--- src/rtl/alarm_pkg.sv ---
// Shared types and elaboration-time helpers for the keypad code lock.
package alarm_pkg;

    typedef enum logic [2:0] {
        ST_IDLE     = 3'd0,
        ST_ENTRY    = 3'd1,
        ST_UNLOCKED = 3'd2,
        ST_FAIL     = 3'd3,
        ST_LOCKOUT  = 3'd4
    } status_e;

    // Bits needed to hold one key index; a single-key pad still needs one bit.
    function automatic int key_width(input int num_keys);
        int w;
        w = $clog2(num_keys);
        return (w < 1) ? 1 : w;
    endfunction

    // Factory code: digit i is key (i mod num_keys), i.e. A,B,C,D,...
    function automatic int default_digit(input int i, input int num_keys);
        return i % num_keys;
    endfunction

    function automatic int max3(input int a, input int b, input int c);
        int m;
        m = (a > b) ? a : b;
        return (m > c) ? m : c;
    endfunction

endpackage

--- src/rtl/alarm_timer.sv ---
// Loadable down-counter that saturates at zero; shared by entry, unlock and lockout timing.
module alarm_timer #(
    parameter int W = 8
) (
    input  logic         clk,
    input  logic         rst,
    input  logic         load,
    input  logic [W-1:0] load_val,
    input  logic         dec,
    output logic [W-1:0] count,
    output logic         zero
);

    logic [W-1:0] count_q;
    logic [W-1:0] count_d;

    always_comb begin
        count_d = count_q;
        if (load) begin
            count_d = load_val;
        end else if (dec && (count_q != '0)) begin
            count_d = count_q - W'(1);
        end
    end

    always_ff @(posedge clk or posedge rst) begin
        if (rst) begin
            count_q <= '0;
        end else begin
            count_q <= count_d;
        end
    end

    assign count = count_q;
    assign zero  = (count_q == '0);

endmodule

--- src/rtl/alarm_keypad_lock.sv ---
// Keypad code lock: compares a CODE_LEN-digit one-hot key sequence with a
// programmable code, counts consecutive failures and enters a timed lockout.
module alarm_keypad_lock
    import alarm_pkg::*;
#(
    parameter int NUM_KEYS       = 4,
    parameter int CODE_LEN       = 4,
    parameter int MAX_FAILS      = 3,
    parameter int ENTRY_TIMEOUT  = 32,
    parameter int UNLOCK_CYCLES  = 64,
    parameter int LOCKOUT_CYCLES = 16
) (
    input  logic                                       clk,
    input  logic                                       rst,
    input  logic [NUM_KEYS-1:0]                        din,
    input  logic                                       lock,
    input  logic                                       prog_en,
    input  logic [CODE_LEN*key_width(NUM_KEYS)-1:0]    prog_code,
    output logic [2:0]                                 status,
    output logic [$clog2(CODE_LEN+1)-1:0]              chars,
    output logic                                       unlock,
    output logic                                       alarm,
    output logic [$clog2(MAX_FAILS+1)-1:0]             fail_cnt
);

    localparam int KEY_W   = key_width(NUM_KEYS);
    localparam int CODE_W  = CODE_LEN * KEY_W;
    localparam int CHARS_W = $clog2(CODE_LEN + 1);
    localparam int FAIL_W  = $clog2(MAX_FAILS + 1);
    localparam int TMR_W   = $clog2(max3(ENTRY_TIMEOUT, UNLOCK_CYCLES, LOCKOUT_CYCLES) + 1);

    status_e             state_q, state_d;
    logic [CHARS_W-1:0]  chars_q, chars_d;
    logic                mismatch_q, mismatch_d;
    logic [FAIL_W-1:0]   fail_cnt_q, fail_cnt_d;
    logic                unlock_q, unlock_d;
    logic                alarm_q, alarm_d;
    logic [CODE_W-1:0]   code_q, code_d;
    logic [CODE_W-1:0]   default_code;

    logic                pressed;
    logic                key_valid;
    logic [KEY_W-1:0]    key_idx;
    logic [CHARS_W-1:0]  slot;
    logic [KEY_W-1:0]    code_digit;
    logic                digit_bad;
    logic                mis_acc;
    logic [CHARS_W-1:0]  chars_inc;
    logic                last_digit;
    logic [FAIL_W-1:0]   fail_inc;

    logic                tmr_load;
    logic [TMR_W-1:0]    tmr_load_val;
    logic                tmr_dec;
    logic [TMR_W-1:0]    tmr_count;
    logic                tmr_zero;
    logic                expiring;

    for (genvar gi = 0; gi < CODE_LEN; gi++) begin : g_default_code
        assign default_code[gi*KEY_W +: KEY_W] = KEY_W'(default_digit(gi, NUM_KEYS));
    end

    // Multi-hot presses still occupy a digit slot but can never match.
    always_comb begin
        pressed   = |din;
        key_valid = pressed && ((din & (din - NUM_KEYS'(1))) == '0);
        key_idx   = '0;
        for (int i = 0; i < NUM_KEYS; i++) begin
            if (din[i]) begin
                key_idx = KEY_W'(i);
            end
        end
    end

    always_comb begin
        slot       = (state_q == ST_ENTRY) ? chars_q : '0;
        code_digit = code_q[int'(slot)*KEY_W +: KEY_W];
        digit_bad  = !key_valid || (key_idx != code_digit);
        mis_acc    = ((state_q == ST_ENTRY) && mismatch_q) || digit_bad;
        chars_inc  = slot + CHARS_W'(1);
        last_digit = (chars_inc == CHARS_W'(CODE_LEN));
        fail_inc   = fail_cnt_q + FAIL_W'(1);
    end

    // Leave a timed state on the edge where the counter steps from 1 to 0.
    assign expiring = tmr_zero || (tmr_count == TMR_W'(1));

    always_comb begin
        state_d      = state_q;
        chars_d      = chars_q;
        mismatch_d   = mismatch_q;
        fail_cnt_d   = fail_cnt_q;
        code_d       = code_q;
        tmr_load     = 1'b0;
        tmr_load_val = '0;
        tmr_dec      = 1'b0;

        case (state_q)
            ST_IDLE, ST_ENTRY: begin
                if (pressed) begin
                    if (last_digit) begin
                        chars_d    = '0;
                        mismatch_d = 1'b0;
                        if (!mis_acc) begin
                            state_d      = ST_UNLOCKED;
                            fail_cnt_d   = '0;
                            tmr_load     = 1'b1;
                            tmr_load_val = TMR_W'(UNLOCK_CYCLES);
                        end else if (fail_inc == FAIL_W'(MAX_FAILS)) begin
                            state_d      = ST_LOCKOUT;
                            fail_cnt_d   = fail_inc;
                            tmr_load     = 1'b1;
                            tmr_load_val = TMR_W'(LOCKOUT_CYCLES);
                        end else begin
                            state_d    = ST_FAIL;
                            fail_cnt_d = fail_inc;
                        end
                    end else begin
                        state_d      = ST_ENTRY;
                        chars_d      = chars_inc;
                        mismatch_d   = mis_acc;
                        tmr_load     = 1'b1;
                        tmr_load_val = TMR_W'(ENTRY_TIMEOUT);
                    end
                end else if (state_q == ST_ENTRY) begin
                    tmr_dec = 1'b1;
                    if (expiring) begin
                        state_d    = ST_IDLE;
                        chars_d    = '0;
                        mismatch_d = 1'b0;
                    end
                end
            end
            ST_FAIL: begin
                state_d = ST_IDLE;
            end
            ST_UNLOCKED: begin
                tmr_dec = 1'b1;
                if (prog_en) begin
                    code_d = prog_code;
                end
                if (lock || expiring) begin
                    state_d = ST_IDLE;
                end
            end
            ST_LOCKOUT: begin
                tmr_dec = 1'b1;
                if (expiring) begin
                    state_d    = ST_IDLE;
                    fail_cnt_d = '0;
                end
            end
            default: begin
                state_d    = ST_IDLE;
                chars_d    = '0;
                mismatch_d = 1'b0;
            end
        endcase

        unlock_d = (state_d == ST_UNLOCKED);
        alarm_d  = (state_d == ST_LOCKOUT);
    end

    always_ff @(posedge clk or posedge rst) begin
        if (rst) begin
            state_q    <= ST_IDLE;
            chars_q    <= '0;
            mismatch_q <= 1'b0;
            fail_cnt_q <= '0;
            unlock_q   <= 1'b0;
            alarm_q    <= 1'b0;
            code_q     <= default_code;
        end else begin
            state_q    <= state_d;
            chars_q    <= chars_d;
            mismatch_q <= mismatch_d;
            fail_cnt_q <= fail_cnt_d;
            unlock_q   <= unlock_d;
            alarm_q    <= alarm_d;
            code_q     <= code_d;
        end
    end

    alarm_timer #(
        .W(TMR_W)
    ) u_timer (
        .clk      (clk),
        .rst      (rst),
        .load     (tmr_load),
        .load_val (tmr_load_val),
        .dec      (tmr_dec),
        .count    (tmr_count),
        .zero     (tmr_zero)
    );

    assign status   = state_q;
    assign chars    = chars_q;
    assign unlock   = unlock_q;
    assign alarm    = alarm_q;
    assign fail_cnt = fail_cnt_q;

endmodule

--- config.mk ---
export PLATFORM = sky130hd
export DESIGN_NAME = alarm_keypad_lock
export DESIGN_NICKNAME = d
export VERILOG_FILES = /design/src/rtl/alarm_pkg.sv /design/src/rtl/alarm_timer.sv /design/src/rtl/alarm_keypad_lock.sv
export SDC_FILE = /design/constraint.sdc
export NUM_CORES = 1
export LEC_CHECK = 0
export ABC_AREA = 1
export CORE_MARGIN = 2
export CORE_UTILIZATION = 50
export CTS_CLUSTER_SIZE = 30
export DETAILED_ROUTE_END_ITERATION = 10
export GPL_ROUTABILITY_DRIVEN = 0
export PLACE_DENSITY = 0.73
export SLEW_MARGIN = 20
export SYNTH_ARGS = -nofsm -noshare
export SYNTH_HDL_FRONTEND = slang
export SYNTH_SLANG_ARGS = --single-unit
--- constraint.sdc ---
create_clock -name clk -period 3.79 [get_ports clk]
set_input_delay 0.5685 -clock clk [delete_from_list [all_inputs] [get_ports clk]]
set_output_delay 0.5685 -clock clk [all_outputs]
set_load 0.05 [all_outputs]
Word level (Yosys, flattened, before mapping)
Cells that the tools add are included.
Storage, ports and cells
  input port bits: 16
  output and inout bits: 10
  register bits after elaboration: 26
Cells by class
  bitwise gates (word level): 2
  reductions and logical operators: 21
  shift-type cells: 1
  muxes and demuxes: 42
  equality and inequality tests: 15
  $add $sub $neg: 4
Operator list (number)
  7-bit two-way mux: 6
  3-bit two-way mux: 12
  1-bit two-way mux: 12
  2-bit two-way mux: 6
  3-bit by 2-bit == test with 1-bit output, second input constant: 3
  3-bit == test, second input constant: 3
  3-bit one-hot mux with 3 select lines: 1
  8-bit by 5-bit variable part select with 2-bit output: 1
  7-bit by 1-bit == test with 1-bit output, second input constant: 1
  7-bit logical NOT: 1
  7-bit nonzero test: 1
  7-bit by 1-bit subtractor with 7-bit output, second input constant: 1
  2-bit inequality test, second input constant: 3
  3-bit inequality test, second input constant: 2
  3-bit one-hot mux with 2 select lines: 1
  5-bit two-way mux: 1
  4-bit AND: 1
  4-bit logical NOT: 1
  1-bit logical OR: 4
  1-bit one-hot mux with 2 select lines: 2
  2-bit one-hot mux with 2 select lines: 1
  4-bit AND reduction: 1
  2-bit nonzero test: 2
  2-bit OR reduction: 2
  14 further kinds: 16

Depth between registers and ports, before layout
Gate-level depths: netlist (run 1).
  word-level depth: 12
  gate-level depth with buffers: 16
  gate-level depth less buffers: 16

Cells and area by module
From an unflattened synthesis (run 1), not the netlist that was laid out.
Unflattened totals
  cells, all modules: 236
  area, all modules: 1739.2 um2
By module, submodules not included
  alarm_keypad_lock: area each 1229.9 um2, cells an instance 162, times used 1
  alarm_timer: area each 509.2 um2, cells an instance 74, times used 1

Worst setup path before layout (run 1)
No wires, ideal clock.
  kind: register -> register
  start: register state_q[2] (netlist: status[2])
  end: register u_timer.count_q[4] (netlist: u_timer.count[4])
  path buffers: 0
  slack: 1.708 ns
  cell stages (with the launch flop): 14
  data required time: 3.728 ns
  arrival time: 2.020 ns
  period minus slack after synthesis: 2.082 ns
  setup time: 0.062 ns
  cells stage by stage: dfrtp_1 > nor2_4 > nand3_2 > inv_1 > ha_1 > ha_1 > inv_1 > nor2_1 > inv_1 > nor2_1 > nand2_1 > nand2_1 > nand2_1 > inv_1
On the way
  cells in the longest elaborated chain, start to end: 11
Ends and longest elaborated chain
  start, declared: line alarm_keypad_lock.sv:32  | status_e state_q, state_d;
  start signal, assigned: line alarm_keypad_lock.sv:174  | state_q <= state_d;
  3-bit by 1-bit == test with 1-bit output
  3-bit two-way mux: line alarm_keypad_lock.sv:76  | slot = (state_q == ST_ENTRY) ? chars_q : '0;
  8-bit by 5-bit variable part select with 2-bit output: line alarm_keypad_lock.sv:77  | code_digit = code_q[int'(slot)*KEY_W +: KEY_W];
  2-bit inequality test: line alarm_keypad_lock.sv:78  | digit_bad = !key_valid || (key_idx != code_digit);
  1-bit logical OR: line alarm_keypad_lock.sv:78
  1-bit logical OR: line alarm_keypad_lock.sv:79  | mis_acc = ((state_q == ST_ENTRY) && mismatch_q) || digit_bad;
  7-bit two-way mux or 1-bit two-way mux (tied branches): line alarm_keypad_lock.sv:104  | if (!mis_acc) begin
  7-bit two-way mux or 1-bit two-way mux (tied branches): line alarm_keypad_lock.sv:101  | if (last_digit) begin
  7-bit two-way mux or 1-bit two-way mux (tied branches): line alarm_keypad_lock.sv:100  | if (pressed) begin
  7-bit two-way mux or 1-bit two-way mux (tied branches): line alarm_keypad_lock.sv:98  | case (state_q)
  7-bit two-way mux or 2-bit nonzero test (tied branches)
  end signal, assigned: line alarm_timer.sv:30  | count_q <= count_d;
  end, declared: line alarm_timer.sv:14  | logic [W-1:0] count_q;
Several ways; a longest one is shown, not always the timed one.
A chain may end at the register's enable or synchronous reset.

Worst setup path in the final report (run 1)
  start: register state_q[0] (netlist: status[0])
  end: output port status[0]
RTL lines
  end, declared: line alarm_keypad_lock.sv:19  | output logic [2:0] status,
No word-level cell between the ends.

==> out/results.ini, run 1 <==
[grt]
grt_antenna_before_repair = 0
grt_max_degree = 27
grt_pass1_vias = 1286
grt_usage_pct = 19.3
grt-ovfl-total = 0
grt_pass1_wl_um = 5330

[flow_run]
cap_viol_max_count = 0

[route]
drc = 0
wl_per_cell_um = 10.6
drt-total-wl_um = 2990
drt-initial-drc-count = 61
firstDrtPassIters = 4
vias = 1363
viasPerCell = 4.83
drtAntennaViolNets = 0

[cells_and_area]
insertedDiodeCount = 0
final_nets = 262
drive_gt1_share_pct = 13.0
syn_to_final_growth_pct = 21.1
stdcell_count = 282

[sta]
worst_slew_pin_slew_ns = 0.971
layout_setup_ws_ns = 1.52
finalSetupViolCount = 0
fmax_ghz = 0.440
slew_headroom_pct = 35.2
skew_ns = 0.00890
finalCriticalPeriod_ns = 2.27
maxSlewViolCount = 0
fin_tns_setup_ns = 0
finalHoldViolations = 0
rsz0062_at_grt = false
period_share_pct = 59.9

[die]
rows = 20
start_util_pct = 52.4
fp.dieW_um = 60.6
die-area_um2 = 3670
pin_count = 26
core-area_um2 = 3050
dieHeight_um = 60.6

[clock_tree]
cts_made_buffers = 3
cts.htree.levels = 1
clock_tree.root_cell = clkbuf_4
clk_path_buf_depth = 2
clkSinkCount = 26
tritoncts = built
holdBufCountCts = 0
clkTransAtPathRegs_ns = 0.13
cts_resized = 0
post-cts-setup-buffers = 0
insertion_delay_ns = 0.32

[critical_path]
crit_chain = clkdlybuf4s50_1
start_kind = flip-flop
slowest_delay_ns = 0.86
crit_family = buffers and inverters
cp.required_ns = 3.22
worstSetupEndpointType = output pin
criticalPathCategory = flip-flop to output pin
slowest_stage = clkdlybuf4s50_1
critPathBufInv = 1
cp.arrival_ns = 1.70
critPathMaxFanout = 7

[placed_design]
placedCellCount = 278
dpl.hpwl_um = 2320
io_buffers = 25
pre_cts_slack_ns = 1.35

[logic_synthesis]
ys_seq_area_share_pct = 41.0
netlist_area_um2 = 1600
yosysMostFrequentCell = inv_1
synth-edff-count = 0
synth_seq_cells = 26
ys.warnings.count = 0
synthFlopType = dfrtp_1
synthTopCellsByCount = 42 x inv_1, 40 x nand2_1, 22 x dfrtp_1, 22 x nor2_1, 18 x nand3_1
yosysUniqueCellTypes = 28
yosysTopAreaCell = dfrtp_1
yosysTopAreaCellShare_pct = 34.4
synth_cells = 210
synth-async-reset-ratio_pct = 100
synth.top_cells.by_area = dfrtp_1 34%, inv_1 9.9%, nand2_1 9.4%
syn_avg_cell_area_um2 = 7.62
syn_nets = 233

[power]
ir_worst_vdd_uv = 361
power_density_nw_per_um2 = 758
power.leakage_uw = 0.00100

[run_status]
outcome = completed

[worst_hold_path]
hold_class = flip-flop to flip-flop

[through the flow]
stage / cell area [um2] / power (uW) / hold slack (ns) / utilization, %
after floorplan: 1600 / 1120 / 0.451 / -
after global routing: 1940 / 1620 / 0.507 / 63.5
after global placement: 1900 / 1320 / 0.467 / 62.3
after CTS: 1940 / 1480 / 0.486 / 63.5
after detailed placement: 1900 / 1330 / 0.467 / 62.3
final: 1940 / 1470 / 0.483 / 63.5
[layout by cell type, fill, tap and decap left out, types with 4 or more instances in the layout]
| master | instances |
|---|---|
| nand4_1 | 4 |
| nand3_1 | 18 |
| clkdlybuf4s50_1 | 25 |
| dfrtp_1 | 22 |
| nand2_1 | 40 |
| nand2_2 | 5 |
| nor2_1 | 22 |
| ha_1 | 7 |
| inv_1 | 42 |
| a21oi_1 | 8 |
| nand3_2 | 4 |
| o21ai_0 | 11 |
| dfstp_2 | 4 |
[final cells by class]
type | count | area [um2]
Fill cell | 288 | 1110
Multi-Input combinational cell | 139 | 776
Inverter | 44 | 165
Timing Repair Buffer | 25 | 250
Sequential cell | 26 | 656
Clock buffer | 4 | 36.3
Tap cell | 44 | 55.1
[sequential cells by signal, indices dropped and copies added (netlist names)]
| name | cells |
|---|---|
| mismatch_q | 1 |
| code_q | 8 |
| u_timer.count | 7 |
| chars | 3 |
| status | 3 |
| unlock | 1 |
| fail_cnt | 2 |
| alarm | 1 |
[final timing paths]
check	start	end	slack (ns)	depth (start not counted)
worst max-delay path	status[0]	status[0]	1.52	1
worst min-delay path	code_q[5]	code_q[5]	0.48	2
worst max register to register	status[2]	u_timer.count[4]	1.66	13
worst min register to register	code_q[5]	code_q[5]	0.48	2
max in group asynchronous	rst	chars[1]	2.45	2
min in group asynchronous	rst	unlock	0.75	2
[power by group]
part	internal, uW	switching (uW)	total [uW]
registers	373	69.7	442
logic	307	579	887
clock network	58.8	81.7	141
[logic make-up (layout without fill, tap and decap cells)]
group	count (synthesis)	in the layout	share of synthesized area (%)
simple gates	102	102	31.4
buf+inv	45	73	10.6
compound gates	26	26	9.15
flops	26	26	41.0
fa+ha+maj	7	7	5.47
xor+xnor	2	2	1.09
mux	2	2	1.41
[metal layers]
metal / global-route usage (%) / vias up / wire (um) / share of wire, %
li1: - / 722 / - / -
met1: 29.3 / 614 / 1630 / 54
met2: 28.0 / 22 / 1230 / 41
met3: 3.20 / 5 / 93 / 3.1
met4: 6.52 / 0 / 44 / 1.5
met5: 0 / - / 0 / 0
Power figures use the tool's default switching activity.
==> inputs of run 2 (changes only) <==
Clock period 3.79 ns to 2.25 ns, I/O delays scaled along.
==> run 2 against run 1 <==
Against the previous run:
- non-clock buffer count increased by 4
- register-to-register slack worse by 1.4 ns
- first-iteration DRC count decreased by 30%
- flip-flop and latch count did not move
- routed wire length up 1.6%
- clock skew down 0.0013 ns
- power rose by 71%
- sequential power up 71%
- core utilization increased by 1.3 points
- via count shrank 0.51%
- largest power group unchanged
==> out/results.ini, run 2 (synthesis gave the netlist of run 1 again) <==
[route]
vias = 1356  ; -0.51%
drc = 0  ; unchanged
drt-initial-drc-count = 43  ; -30%
viasPerCell = 4.74  ; -1.9%
wl_per_cell_um = 10.6  ; +0.22%
firstDrtPassIters = 4  ; unchanged
drt-total-wl_um = 3040  ; +1.6%
drtAntennaViolNets = 0  ; unchanged

[sta]
fin_tns_setup_ns = 0  ; unchanged
worst_slew_pin_slew_ns = 0.502  ; -0.469 ns
finalSetupViolCount = 0  ; unchanged
slew_headroom_pct = 66.4  ; +31 points
layout_setup_ws_ns = 0.160  ; -1.36 ns
fmax_ghz = 0.478
finalHoldViolations = 0  ; unchanged
skew_ns = 0.00763  ; -0.00127 ns
rsz0062_at_grt = false
maxSlewViolCount = 0  ; unchanged
finalCriticalPeriod_ns = 2.09
period_share_pct = 92.9

[power]
power_frac_clock_pct = 7.9  ; -1.7 points
swShare_pct = 49.9  ; +0.15 points
power.leakage_uw = 0.00101  ; +1.3%
power_density_nw_per_um2 = 1270  ; +67%
seqPwrFrac_pct = 30.2  ; about the same
p_int_uw = 1260  ; +70%
comb_power_share_pct = 61.9  ; +1.6 points
p_switching_uw = 1250  ; +71%
ir_worst_vdd_uv = 560  ; +55%
p_total_uw = 2510  ; +71%

[critical_path]
criticalPathCategory = flip-flop to output pin
start_kind = flip-flop
worstSetupEndpointType = output pin
crit_family = buffers and inverters
critPathBufInv = 1  ; unchanged
slowest_stage = clkdlybuf4s50_1
cp.required_ns = 1.91  ; -1.31 ns
crit_chain = clkdlybuf4s50_1
slowest_delay_ns = 0.87  ; about the same
critPathMaxFanout = 7  ; unchanged
cp.arrival_ns = 1.75  ; +0.05 ns

[run_status]
outcome = completed

[grt]
grt_max_degree = 27  ; unchanged
grt_antenna_before_repair = 0  ; unchanged
grt_usage_pct = 19.0  ; -0.29 points
grt_pass1_vias = 1245  ; -3.2%
grt_pass1_wl_um = 5260  ; -1.4%
grt-ovfl-total = 0  ; unchanged

[clock_tree]
clock_tree.root_cell = clkbuf_4
tritoncts = built
cts.htree.levels = 1  ; unchanged
holdBufCountCts = 0  ; unchanged
insertion_delay_ns = 0.31  ; about the same
clkSinkCount = 26  ; unchanged
clkTransAtPathRegs_ns = 0.13  ; about the same
cts_made_buffers = 3  ; unchanged
clk_path_buf_depth = 2  ; unchanged

[cells_and_area]
layout_common_cells = 42 x inv_1, 40 x nand2_1, 25 x clkdlybuf4s50_1
syn_to_final_growth_pct = 23.5
final_nets = 266  ; +1.5%
largest_reg_flops = 8  ; unchanged
insertedDiodeCount = 0  ; unchanged
regMostFlops = code_q
final_common_cell = inv_1
fill_cells = 280  ; -2.8%
drive_gt1_share_pct = 14.9  ; +1.9 points

[die]
die-area_um2 = 3670  ; unchanged
start_util_pct = 52.4  ; unchanged
fp.dieW_um = 60.6  ; unchanged
dieHeight_um = 60.6  ; unchanged
rows = 20  ; unchanged
core-area_um2 = 3050  ; unchanged
pin_count = 26  ; unchanged

[flow_run]
cap_viol_max_count = 0  ; unchanged

[worst_hold_path]
hold_class = input pin to async pin

[placed_design]
dpl.hpwl_um = 2370  ; +2.0%
io_buffers = 25  ; unchanged
pre_cts_slack_ns = 0.0997  ; -1.25 ns

-- run 2: power by group through the flow --
stage               clock [uW]  sequential [uW]  combinational, uW
detailed placement           0              754               1510
CTS                        206              747               1510
global placement             0              751               1470
global route               230              774               1750
floorplan                    0              934                947
finish                     197              756               1550
-- run 2: repair_timing --
| action | CTS | global route |
|---|---|---|
| gates resized for setup | 0 | 4 |
| buffers inserted | 0 | 2 |
| setup endpoints to repair | 0 | 3 |
-- run 2: per-stage QoR --
| step | instances | util (%) | hold WS (ns) | instance area [um2] |
|---|---|---|---|---|
| floorplan | 210 | - | 0.375 | 1600 |
| global placement | 280 | 62.8 | 0.466 | 1920 |
| detailed placement | 280 | 62.8 | 0.466 | 1920 |
| CTS | 284 | 63.6 | 0.360 | 1940 |
| global route | 286 | 64.8 | 0.405 | 1980 |
| finish | 286 | 64.8 | 0.356 | 1980 |
-- run 2: worst paths after layout --
kind                       slack, ns               end  depth (start not counted)       from
min in group clk                0.48         code_q[5]                          2  code_q[5]
setup reg to reg                0.25  u_timer.count[4]                         13  status[1]
setup / recovery                0.16         status[0]                          1  status[0]
hold reg to reg                 0.48         code_q[5]                          2  code_q[5]
max in group asynchronous       1.59         code_q[2]                          3        rst
hold / removal                  0.36         status[1]                          3        rst
-- run 2: layer usage --
layer / part of all wire, % / wire length, um / track usage (%) / vias to the layer above
met2: 41 / 1240 / 28.1 / 27
met4: 1.3 / 39 / 6.83 / 0
li1: - / - / - / 726
met5: 0 / 0 / 0 / -
met3: 3.8 / 115 / 2.35 / 4
met1: 54 / 1650 / 28.7 / 599
-- run 2: layout make-up --
cell class	instances	area, um2	share of cell area (%)
Timing Repair Buffer	29	280	14.2
Inverter	44	165	8.35
Multi-Input combinational cell	139	793	40.1
Clock buffer	4	26.3	1.33
Tap cell	44	55.1	2.78
Sequential cell	26	657	33.2
==> inputs of run 3 (changes only) <==
Settings changed: CORE_UTILIZATION 50 to 53, PLACE_DENSITY 0.73 to 0.75.
==> run 3 against run 2 <==
Against the previous run:
- the run now ends with DRC left
- non-clock buffer count up 2
- clock skew fell by 0.0059 ns
- core utilization is 6.8 points higher
- clock power rose by 64%
- sequential share of layout area fell by 0.50 points
- register-to-register slack got worse by 0.03 ns
- final cell count down 3.8%
- largest cell class unchanged
==> out/results.ini, run 3 (synthesis gave the netlist of run 1 again) <==
[cells_and_area]
regMostFlops = code_q
largest_reg_flops = 8  ; unchanged
drive_gt1_share_pct = 17.2  ; +2.3 points
syn_to_final_growth_pct = 25.4
stdcell_count = 275  ; -3.8%
layout_common_cells = 41 x inv_1, 40 x nand2_1, 25 x clkdlybuf4s50_1
insertedDiodeCount = 0  ; unchanged
final_common_cell = inv_1
final_nets = 268  ; +0.75%

[power]
power_density_nw_per_um2 = 1350  ; +6.5%
power.leakage_uw = 0.00104  ; +2.0%
ir_worst_vdd_uv = 664  ; +18%

[critical_path]
reg2regPathDepth = 16  ; +3
r2r_setup_slack_ns = 0.22  ; -0.03 ns
crit_family = buffers and inverters
start_kind = flip-flop
rr_endpoint = u_timer.count[5]
cp.required_ns = 1.91  ; about the same
worstSetupEndpointType = output pin
critPathMaxFanout = 7  ; unchanged
criticalPathCategory = flip-flop to output pin
slowest_delay_ns = 0.87  ; about the same
cp.arrival_ns = 1.79  ; +0.04 ns
critPathBufInv = 1  ; unchanged
crit_chain = clkdlybuf4s50_1
reg2reg_from = status[1]
slowest_stage = clkdlybuf4s50_1

[sta]
worst_slew_pin_slew_ns = 0.512  ; +0.00987 ns
maxSlewViolCount = 0  ; unchanged
period_share_pct = 94.5  ; +1.6 points
fmax_ghz = 0.470  ; -1.7%
rsz0062_at_grt = false
finalSetupViolCount = 0  ; unchanged
layout_setup_ws_ns = 0.123  ; -0.0365 ns
slew_headroom_pct = 65.8  ; -0.66 points
skew_ns = 0.00170  ; -0.00592 ns
fin_tns_setup_ns = 0  ; unchanged
finalCriticalPeriod_ns = 2.13  ; +0.0365 ns
finalHoldViolations = 0  ; unchanged

[die]
core-area_um2 = 2810  ; -8.1%
fp.dieW_um = 59.0  ; -2.7%
die-area_um2 = 3480  ; -5.3%
dieHeight_um = 59.0  ; -2.7%
rows = 19  ; -5.0%
pin_count = 26  ; unchanged
start_util_pct = 57.0  ; +4.6 points

[grt]
grt-ovfl-total = 0  ; unchanged
grt_pass1_wl_um = 5800  ; +10%
grt_pass1_vias = 1365  ; +9.6%
grt_usage_pct = 22.0  ; +3.0 points
grt_max_degree = 27  ; unchanged
grt_antenna_before_repair = 0  ; unchanged

[placed_design]
placedCellCount = 266  ; -5.0%
pre_cts_slack_ns = -0.00368  ; -0.103 ns
dpl.hpwl_um = 2570  ; +8.2%
io_buffers = 25  ; unchanged

[worst_hold_path]
hold_class = input pin to async pin

[flow_run]
cap_viol_max_count = 0  ; unchanged

[route]
drtAntennaViolNets = 0  ; unchanged
drc = 1  ; +1
firstDrtPassIters = 7  ; +3
drt-initial-drc-count = 40  ; -7.0%
wl_per_cell_um = 12.3  ; +16%
viasPerCell = 5.16  ; +8.8%
drt-total-wl_um = 3390  ; +12%
vias = 1418  ; +4.6%

[run_status]
violations = DRC
outcome = finished, violations left

[clock_tree]
cts.htree.levels = 1  ; unchanged
insertion_delay_ns = 0.32  ; about the same
clkTransAtPathRegs_ns = 0.14  ; about the same
clock_tree.root_cell = clkbuf_4
tritoncts = built
holdBufCountCts = 0  ; unchanged
clkSinkCount = 26  ; unchanged
cts_made_buffers = 3  ; unchanged
clk_path_buf_depth = 2  ; unchanged

-- run 3: repair_timing --
item / in CTS / in global routing
endpoints found under the setup margin: 0 / 3
buffers inserted: 0 / 5
resized for setup: 0 / 7
-- run 3: cell type report --
cell class	count	area (um2)
sequential	26	657
timing repair buffer	31	295
clock inverter	1	30.0
clock buffer	3	22.5
multi-input combinational	139	798
fill	235	798
tap	31	38.8
inverter	44	165
-- run 3: metal layers --
metal / GRT usage (%) / wire [um] / vias to the layer above
met5: 0 / 0 / -
met4: 12.3 / 67 / 0
met3: 2.42 / 97 / 6
met2: 35.1 / 1590 / 25
met1: 29.2 / 1630 / 654
li1: - / - / 733
-- run 3: how the worst max path moves through the flow --
stage,from,to,cells after the start
floorplan,status[2],u_timer.count[4],13
global placement,din[2],u_timer.count[5],13
detailed placement,din[2],u_timer.count[6],13
CTS,status[2],u_timer.count[4],13
global route,status[1],u_timer.count[4],13
finish,status[0],status[0],1
-- run 3: stage by stage --
step / util, % / cell area (um2) / power, uW / hold slack [ns]
5_1_grt: 71.5 / 2010 / 2950 / 0.407
4_1_cts: 69.4 / 1950 / 2590 / 0.351
3_3_place_gp: 67.5 / 1890 / 2230 / 0.477
3_5_place_dp: 67.5 / 1890 / 2260 / 0.478
6_report: 71.5 / 2010 / 2710 / 0.346
2_1_floorplan: - / 1600 / 1880 / 0.375
-- run 3: report_power, final --
| group | internal [uW] | switching (uW) |
|---|---|---|
| sequential | 628 | 130 |
| combinational | 590 | 1040 |
| clock | 180 | 143 |
| total | 1400 | 1310 |
